[src/rtl/mul_hilo_ctrl.sv]
// Sequencer for an external 32x32 combinational multiplier with MIPS-style HI/LO result registers.
// Operands are registered, held for SETTLE_CYCLES, then the 64-bit product is captured into HI/LO.
module mul_hilo_ctrl #(
    parameter int unsigned SETTLE_CYCLES = 2
) (
    input  logic        clock,
    input  logic        reset_n,
    input  logic        start,
    input  logic [31:0] operand_m,
    input  logic [31:0] operand_q,
    output logic [31:0] mult_m,
    output logic [31:0] mult_q,
    input  logic [63:0] mult_product,
    output logic        busy,
    output logic        done,
    output logic [31:0] hi,
    output logic [31:0] lo,
    input  logic [31:0] hi_in,
    input  logic [31:0] lo_in,
    input  logic        hi_wr,
    input  logic        lo_wr
);

    localparam logic [1:0] StIdle    = 2'd0;
    localparam logic [1:0] StSettle  = 2'd1;
    localparam logic [1:0] StCapture = 2'd2;

    localparam logic [3:0] CntInit = 4'(SETTLE_CYCLES - 1);

    logic [1:0]  state_q, state_d;
    logic [3:0]  cnt_q, cnt_d;
    logic [31:0] mult_m_q, mult_m_d;
    logic [31:0] mult_q_q, mult_q_d;
    logic [31:0] hi_q, hi_d;
    logic [31:0] lo_q, lo_d;
    logic        done_q, done_d;

    always_comb begin
        state_d  = state_q;
        cnt_d    = cnt_q;
        mult_m_d = mult_m_q;
        mult_q_d = mult_q_q;
        hi_d     = hi_q;
        lo_d     = lo_q;
        done_d   = 1'b0;

        case (state_q)
            StIdle: begin
                if (hi_wr) hi_d = hi_in;
                if (lo_wr) lo_d = lo_in;
                if (start) begin
                    mult_m_d = operand_m;
                    mult_q_d = operand_q;
                    cnt_d    = CntInit;
                    state_d  = StSettle;
                end
            end
            StSettle: begin
                if (hi_wr) hi_d = hi_in;
                if (lo_wr) lo_d = lo_in;
                if (cnt_q == 4'd0) begin
                    state_d = StCapture;
                end else begin
                    cnt_d = cnt_q - 4'd1;
                end
            end
            StCapture: begin
                // Product capture takes priority; any external HI/LO write this cycle is dropped.
                hi_d    = mult_product[63:32];
                lo_d    = mult_product[31:0];
                done_d  = 1'b1;
                state_d = StIdle;
            end
            default: begin
                state_d = StIdle;
            end
        endcase
    end

    always_ff @(posedge clock) begin
        if (!reset_n) begin
            state_q  <= StIdle;
            cnt_q    <= 4'd0;
            mult_m_q <= 32'd0;
            mult_q_q <= 32'd0;
            hi_q     <= 32'd0;
            lo_q     <= 32'd0;
            done_q   <= 1'b0;
        end else begin
            state_q  <= state_d;
            cnt_q    <= cnt_d;
            mult_m_q <= mult_m_d;
            mult_q_q <= mult_q_d;
            hi_q     <= hi_d;
            lo_q     <= lo_d;
            done_q   <= done_d;
        end
    end

    assign mult_m = mult_m_q;
    assign mult_q = mult_q_q;
    assign hi     = hi_q;
    assign lo     = lo_q;
    assign done   = done_q;
    assign busy   = (state_q == StSettle) || (state_q == StCapture);

endmodule

[config.mk]
export PLATFORM = sky130hd
export DESIGN_NAME = mul_hilo_ctrl
export DESIGN_NICKNAME = d
export VERILOG_FILES = /design/src/rtl/mul_hilo_ctrl.sv
export SDC_FILE = /design/constraint.sdc
export NUM_CORES = 1
export LEC_CHECK = 0
export BUFFER_PORTS_ARGS = -buffer_cell sky130_fd_sc_hd__buf_2
export CORE_MARGIN = 8
export CORE_UTILIZATION = 45
export CTS_CLUSTER_SIZE = 30
export DETAILED_ROUTE_END_ITERATION = 8
export PLACE_DENSITY = 0.87
export SYNTH_ARGS = -nofsm -noshare
export SYNTH_HDL_FRONTEND = slang
export SYNTH_SLANG_ARGS = --single-unit
export TNS_END_PERCENT = 20
[constraint.sdc]
create_clock -name clock -period 1.95 [get_ports clock]
set_input_delay 0.195 -clock clock [delete_from_list [all_inputs] [get_ports clock]]
set_output_delay 0.195 -clock clock [all_outputs]
set_load 0.05 [all_outputs]
# After elaboration in Yosys (flattened, before gate mapping)
# Index checks and enable logic that the tools add are counted.
word_totals:
  reg_bits: 135
  out_inout_bits: 130
  input_bits: 197
  word_cells: 37
classes:
  muxes: 11
  eq_ne: 7
  addsub: 1
  reduce_logical: 11
op_table:
  columns: ["op", "count"]
  rows:
  - ["32-bit one-hot mux with 2 select lines", 2]
  - ["32-bit two-way mux", 2]
  - ["4-bit two-way mux", 2]
  - ["4-bit one-hot mux with 2 select lines", 1]
  - ["2-bit AND reduction", 4]
  - ["2-bit != test (second input constant)", 3]
  - ["4-bit zero test", 1]
  - ["2-bit two-way mux", 2]
  - ["2-bit by 1-bit != test with 1-bit output (second input constant)", 2]
  - ["2-bit one-hot mux with 2 select lines", 1]
  - ["2-bit nonzero test", 2]
  - ["4-bit by 1-bit subtractor with 4-bit output (second input constant)", 1]
  - ["3-bit AND reduction", 1]
  - ["2-bit by 1-bit equality test with 1-bit output (second input constant)", 1]
  - ["2-bit equality test (second input constant)", 1]
  - ["2-bit zero test", 1]
  - ["2-bit OR reduction", 1]
  - ["1-bit logical OR", 1]
  - ["1-bit two-way mux", 1]

# Longest topological paths before layout
depth:
  word_depth: 4
  ltp_mapped: 7
  ltp_nobuf: 5

# Worst setup path after synthesis
# No wires, ideal clock.
synth_path:
  path_type: "register -> register"
  startpoint: "reg state_q[0]"
  endpoint: "reg hi_q[10], in the netlist hi[10]"
  arrival_time_ns: 1.464
  stages_incl_launch_ff: 8
  path_buffers: 2
  setup_slack_ns: 0.370
  required_ns: 1.834
  synth_period_minus_slack_ns: 1.580
  setup_time_ns: 0.116
  path_cell_list: "dfxtp_1 -> inv_1 -> ha_1 -> buf_2 -> buf_2 -> mux2i_1 -> o21ai_0 -> o211a_1"
synth_between:
  elab_chain_cells: 4
synth_rtl:
  columns: ["item", "line_no", "text"]
  rows:
  - ["from (decl)", "30", "logic [1:0] state_q, state_d;"]
  - ["from (signal assigned)", "82", "state_q <= StIdle;"]
  - ["from (signal assigned)", "90", "state_q <= state_d;"]
  - ["2-bit by 1-bit equality test with 1-bit output or 2-bit zero test (tied branches)", "47", "case (state_q)"]
  - ["2-bit OR reduction (no source line)", null, null]
  - ["2-bit by 1-bit != test with 1-bit output (no source line) or 2-bit nonzero test (tied branches)", null, null]
  - ["2-bit AND reduction (no source line)", null, null]
  - ["to (signal assigned)", "94", "hi_q <= hi_d;"]
  - ["to (decl)", "34", "logic [31:0] hi_q, hi_d;"]
# Several ways; a longest one is shown, not always the timed one.
# A chain may end at the register's enable or synchronous reset.

# Final worst setup path
layout_path:
  startpoint: "reg state_q[1]"
  endpoint: "reg cnt_q[2]"
layout_between:
  elab_chain_cells: 3
layout_rtl:
  columns: ["item", "line_no", "text"]
  rows:
  - ["2-bit by 1-bit equality test with 1-bit output or 2-bit zero test (tied branches)", "47", null]
  - ["2-bit != test (no source line) or 2-bit nonzero test (tied branches)", null, null]
  - ["3-bit AND reduction (no source line)", null, null]
  - ["to (signal assigned)", "91", "cnt_q <= cnt_d;"]
  - ["to (decl)", "31", "logic [3:0] cnt_q, cnt_d;"]
# Several ways; a longest one is shown, not always the timed one.

==> metrics.md <==
| Metric | Value |
|---|---|
| Worst-path fanout max | 6 |
| Post-Synthesis Net Count | about 830 |
| Synth unique cells | 32 |
| Initial antenna violation count | 0 |
| Register area share after synthesis | 0.457 |
| Die ar. | about 0.017 mm² |
| CP top delay family | simple AND/OR/NAND/NOR gates |
| Dpl ws | approximately 0.17 ns |
| Post-synth top area share | 0.457 |
| Max VDD drop | 0.925 mV |
| Number of global-route vias before repair | between 5000 and 6000 |
| DRC Markers | 0 |
| Final Hold Fails | 0 |
| Core Area | 0.0130 mm² |
| TritonCTS Buffers | 17 |
| Fin crit share | 0.920 |
| FF-to-FF setup slack | 0.16 ns |
| CP required | approximately 2.3 ns |
| CTS sink count | between 100 and 150 |
| EDFF count, synth | 0 |
| Yosys top cell by area | dfxtp_1 |
| DRT antenna net count | 0 |
| DP HPWL | between 10000 and 15000 µm |
| Syn-to-layout area delta | 41.4% |
| RSZ-0062 raised after global routing | false |
| Yosys warnings | 0 |
| Setup-failing EPs final | 0 |
| CTS clock-pin slew for the worst setup and hold paths | 0.06 ns |
| Clock Latency Late Sink | 0.41 ns |
| Remaining global-route overflow | 0 |
| Post-CTS Hold Fix Bufs | 0 |
| Avg Synthesized Cell Area | around 9.5 µm² |
| Crit path largest cell delay | 0.55 ns |
| Inserted Diodes | 0 |
| Startpoint type of the worst setup path | flop |
| Gr usage total | 0.209 |
| Num rows | 42 |
| Post-synth ARST share | 0 |
| Max Root-Sink Buffers | 2 |
| Mapped Cells | 624 |
| Outcome | finished, final reports clean |
| First-pass GRT wire length | roughly 28000 µm |
| Primary FF master, synth | dfxtp_1 |
| # IOs | around 330 |
| Max-cap violations | 0 |
| Worst-path cell chain | inv_1, ha_1, mux2i_1, or4_1, a21boi_1 |
| Die Y | 131 µm |
| Iter 0 DRT Violations | ~240 |
| CTS tree | done |
| Post-CTS setup buffer count | 0 |
| Synthesized area | a little under 0.006 mm² |
| PD cells | between 1500 and 2000 mW/mm² |
| Vias | around 5700 |
| Die width | about 130 µm |
| Cts repair resizes | 0 |
| Critical path class | flop to flop |
| Sum Neg Setup Slack | 0 ns |
| Final Skew | 0.00459 ns |
| Share of layout cells above drive strength 1 | 0.404 |
| CP max-delay cell | or4_1 |
| Final max-slew violation count | 0 |
| Post-layout power | around 13 mW |
| Root Buffer | clkbuf_16 |
| Hold Crit Class | primary input to flop |
| Top cells by area, synth | dfxtp_1 (46%), mux2i_1 (11%), o211a_1 (11%) |
| Gpl congestion | slightly above 0.8 |
| Nets@finish | 1133 |
| Max Freq | approximately 560 MHz |
| Starting Density | 0.454 |
| Slew @ Worst Pin | 0.465 ns |
| Drt first pass iters | 5 |
| H-tree depth | 4 |
| Bufs and invs on worst path | 1 |
| LEAKAGE | 4.33 nW |
| WP data arrival | roughly 2.1 ns |
| Largest net degree at the start of global routing | 65 |
| Final min period | between 1.5 and 2 ns |
| I/O Buffers | approximately 330 |
| Flops & latches, synth | roughly 140 |
| Wire per inst | 16.6 µm |
| Max-Slew Margin vs Limit | 0.681 |
| Routed WL | 18500 µm |
| Final instance area | between 0.008 and 0.009 mm² |
| DP Area | 0.00771 mm² |
| Final WS setup | roughly 0.16 ns |
| Worst setup EP type | flop |
| Via density | 5.12 |
==> worst reg2reg max path, delay by kind of cell, from the launching register on <==
family	cells	cell delay, ns
muxes	1	0.23
AOI/OAI and AO/OA	1	0.12
and+or+nand+nor	1	0.55
adders and majority gates	1	0.25
DFF	1	0.46
buffers and inverters	1	0.12
==> worst paths after layout <==
path | start | end | cells past startpoint
setup / recovery | state_q[1] | cnt_q[2] | 5
hold / removal | operand_m[16] | mult_m[16] | 3
setup reg to reg | state_q[1] | cnt_q[2] | 5
hold reg to reg | mult_q[8] | mult_q[8] | 2
==> state kept, by name, indices dropped and copies added (netlist names) <==
register	count
cnt_q	4
done	1
hi	32
lo	32
mult_m	32
mult_q	32
state_q	2
==> power breakdown <==
part	internal, mW	leakage (nW)	total (mW)	switching (mW)
sequential	3.43	1.11	3.79	0.356
combinational	1.78	2.90	5.95	4.16
clock	2.29	0.315	3.48	1.19
==> synth_stat cells (all sizes together), types with 2 or more instances <==
library cell	n
dfxtp	135
and2	2
nor2b	4
nand2b	2
o21ai	66
buf	24
mux2i	66
nand4b	2
nand3	2
o211a	64
nand2	133
nor3	2
or2	2
clkbuf	33
o211ai	2
inv	4
ha	6
a21boi	65
==> layout by cell type, fill, tap and decap left out, types with 2 or more instances in the layout <==
| master | count |
|---|---|
| clkinv_4 | 3 |
| o21ai_0 | 66 |
| ha_1 | 5 |
| mux2i_1 | 66 |
| nor3_1 | 2 |
| nand4b_1 | 2 |
| nand3_1 | 2 |
| clkinv_2 | 4 |
| o211a_1 | 64 |
| clkbuf_16 | 17 |
| nand2_1 | 132 |
| nor2b_1 | 3 |
| or2_1 | 2 |
| o211ai_1 | 2 |
| buf_4 | 11 |
| buf_2 | 325 |
| nand2b_1 | 2 |
| a21boi_0 | 64 |
| dfxtp_1 | 135 |
| buf_12 | 8 |
| bufinv_16 | 5 |
| inv_1 | 4 |
==> cells by family (layout without fill, tap and decap cells) <==
group | after synthesis | after routing | share of synthesized area
AO/OA/AOI/OAI | 200 | 200 | 0.253
buffers and inverters | 61 | 379 | 0.0538
AND/OR/NAND/NOR | 156 | 156 | 0.111
multiplexers | 66 | 66 | 0.112
flip-flops | 135 | 135 | 0.457
adder cells (fa/ha/maj) | 6 | 6 | 0.0127
==> per-layer routing <==
layer	wire length, µm	global-route usage	vias up
met5	0	0	-
met4	341	0.0817	0
met2	9110	0.360	237
met3	1980	0.0791	30
met1	7100	0.228	2654
li1	-	-	2800
==> final cells by class <==
class                   instances  area, µm²
clock buffers                  18        439
clock inverters                13        204
fillers                      1074       4670
inverters                       4       15.0
multi-input cells             428       2910
flip-flops and latches        135       2700
well taps                     176        220
repair buffers                344       1870
==> per-stage QoR <==
stage               hold slack (ns)   util  cells
floorplan                     0.340      -    624
global placement              0.445  0.592   1087
detailed placement            0.451  0.592   1087
CTS                         0.00911  0.641   1118
global route                 0.0285  0.641   1118
finish                       0.0273  0.641   1118
Note: power is estimated with default switching activity, not from simulation.
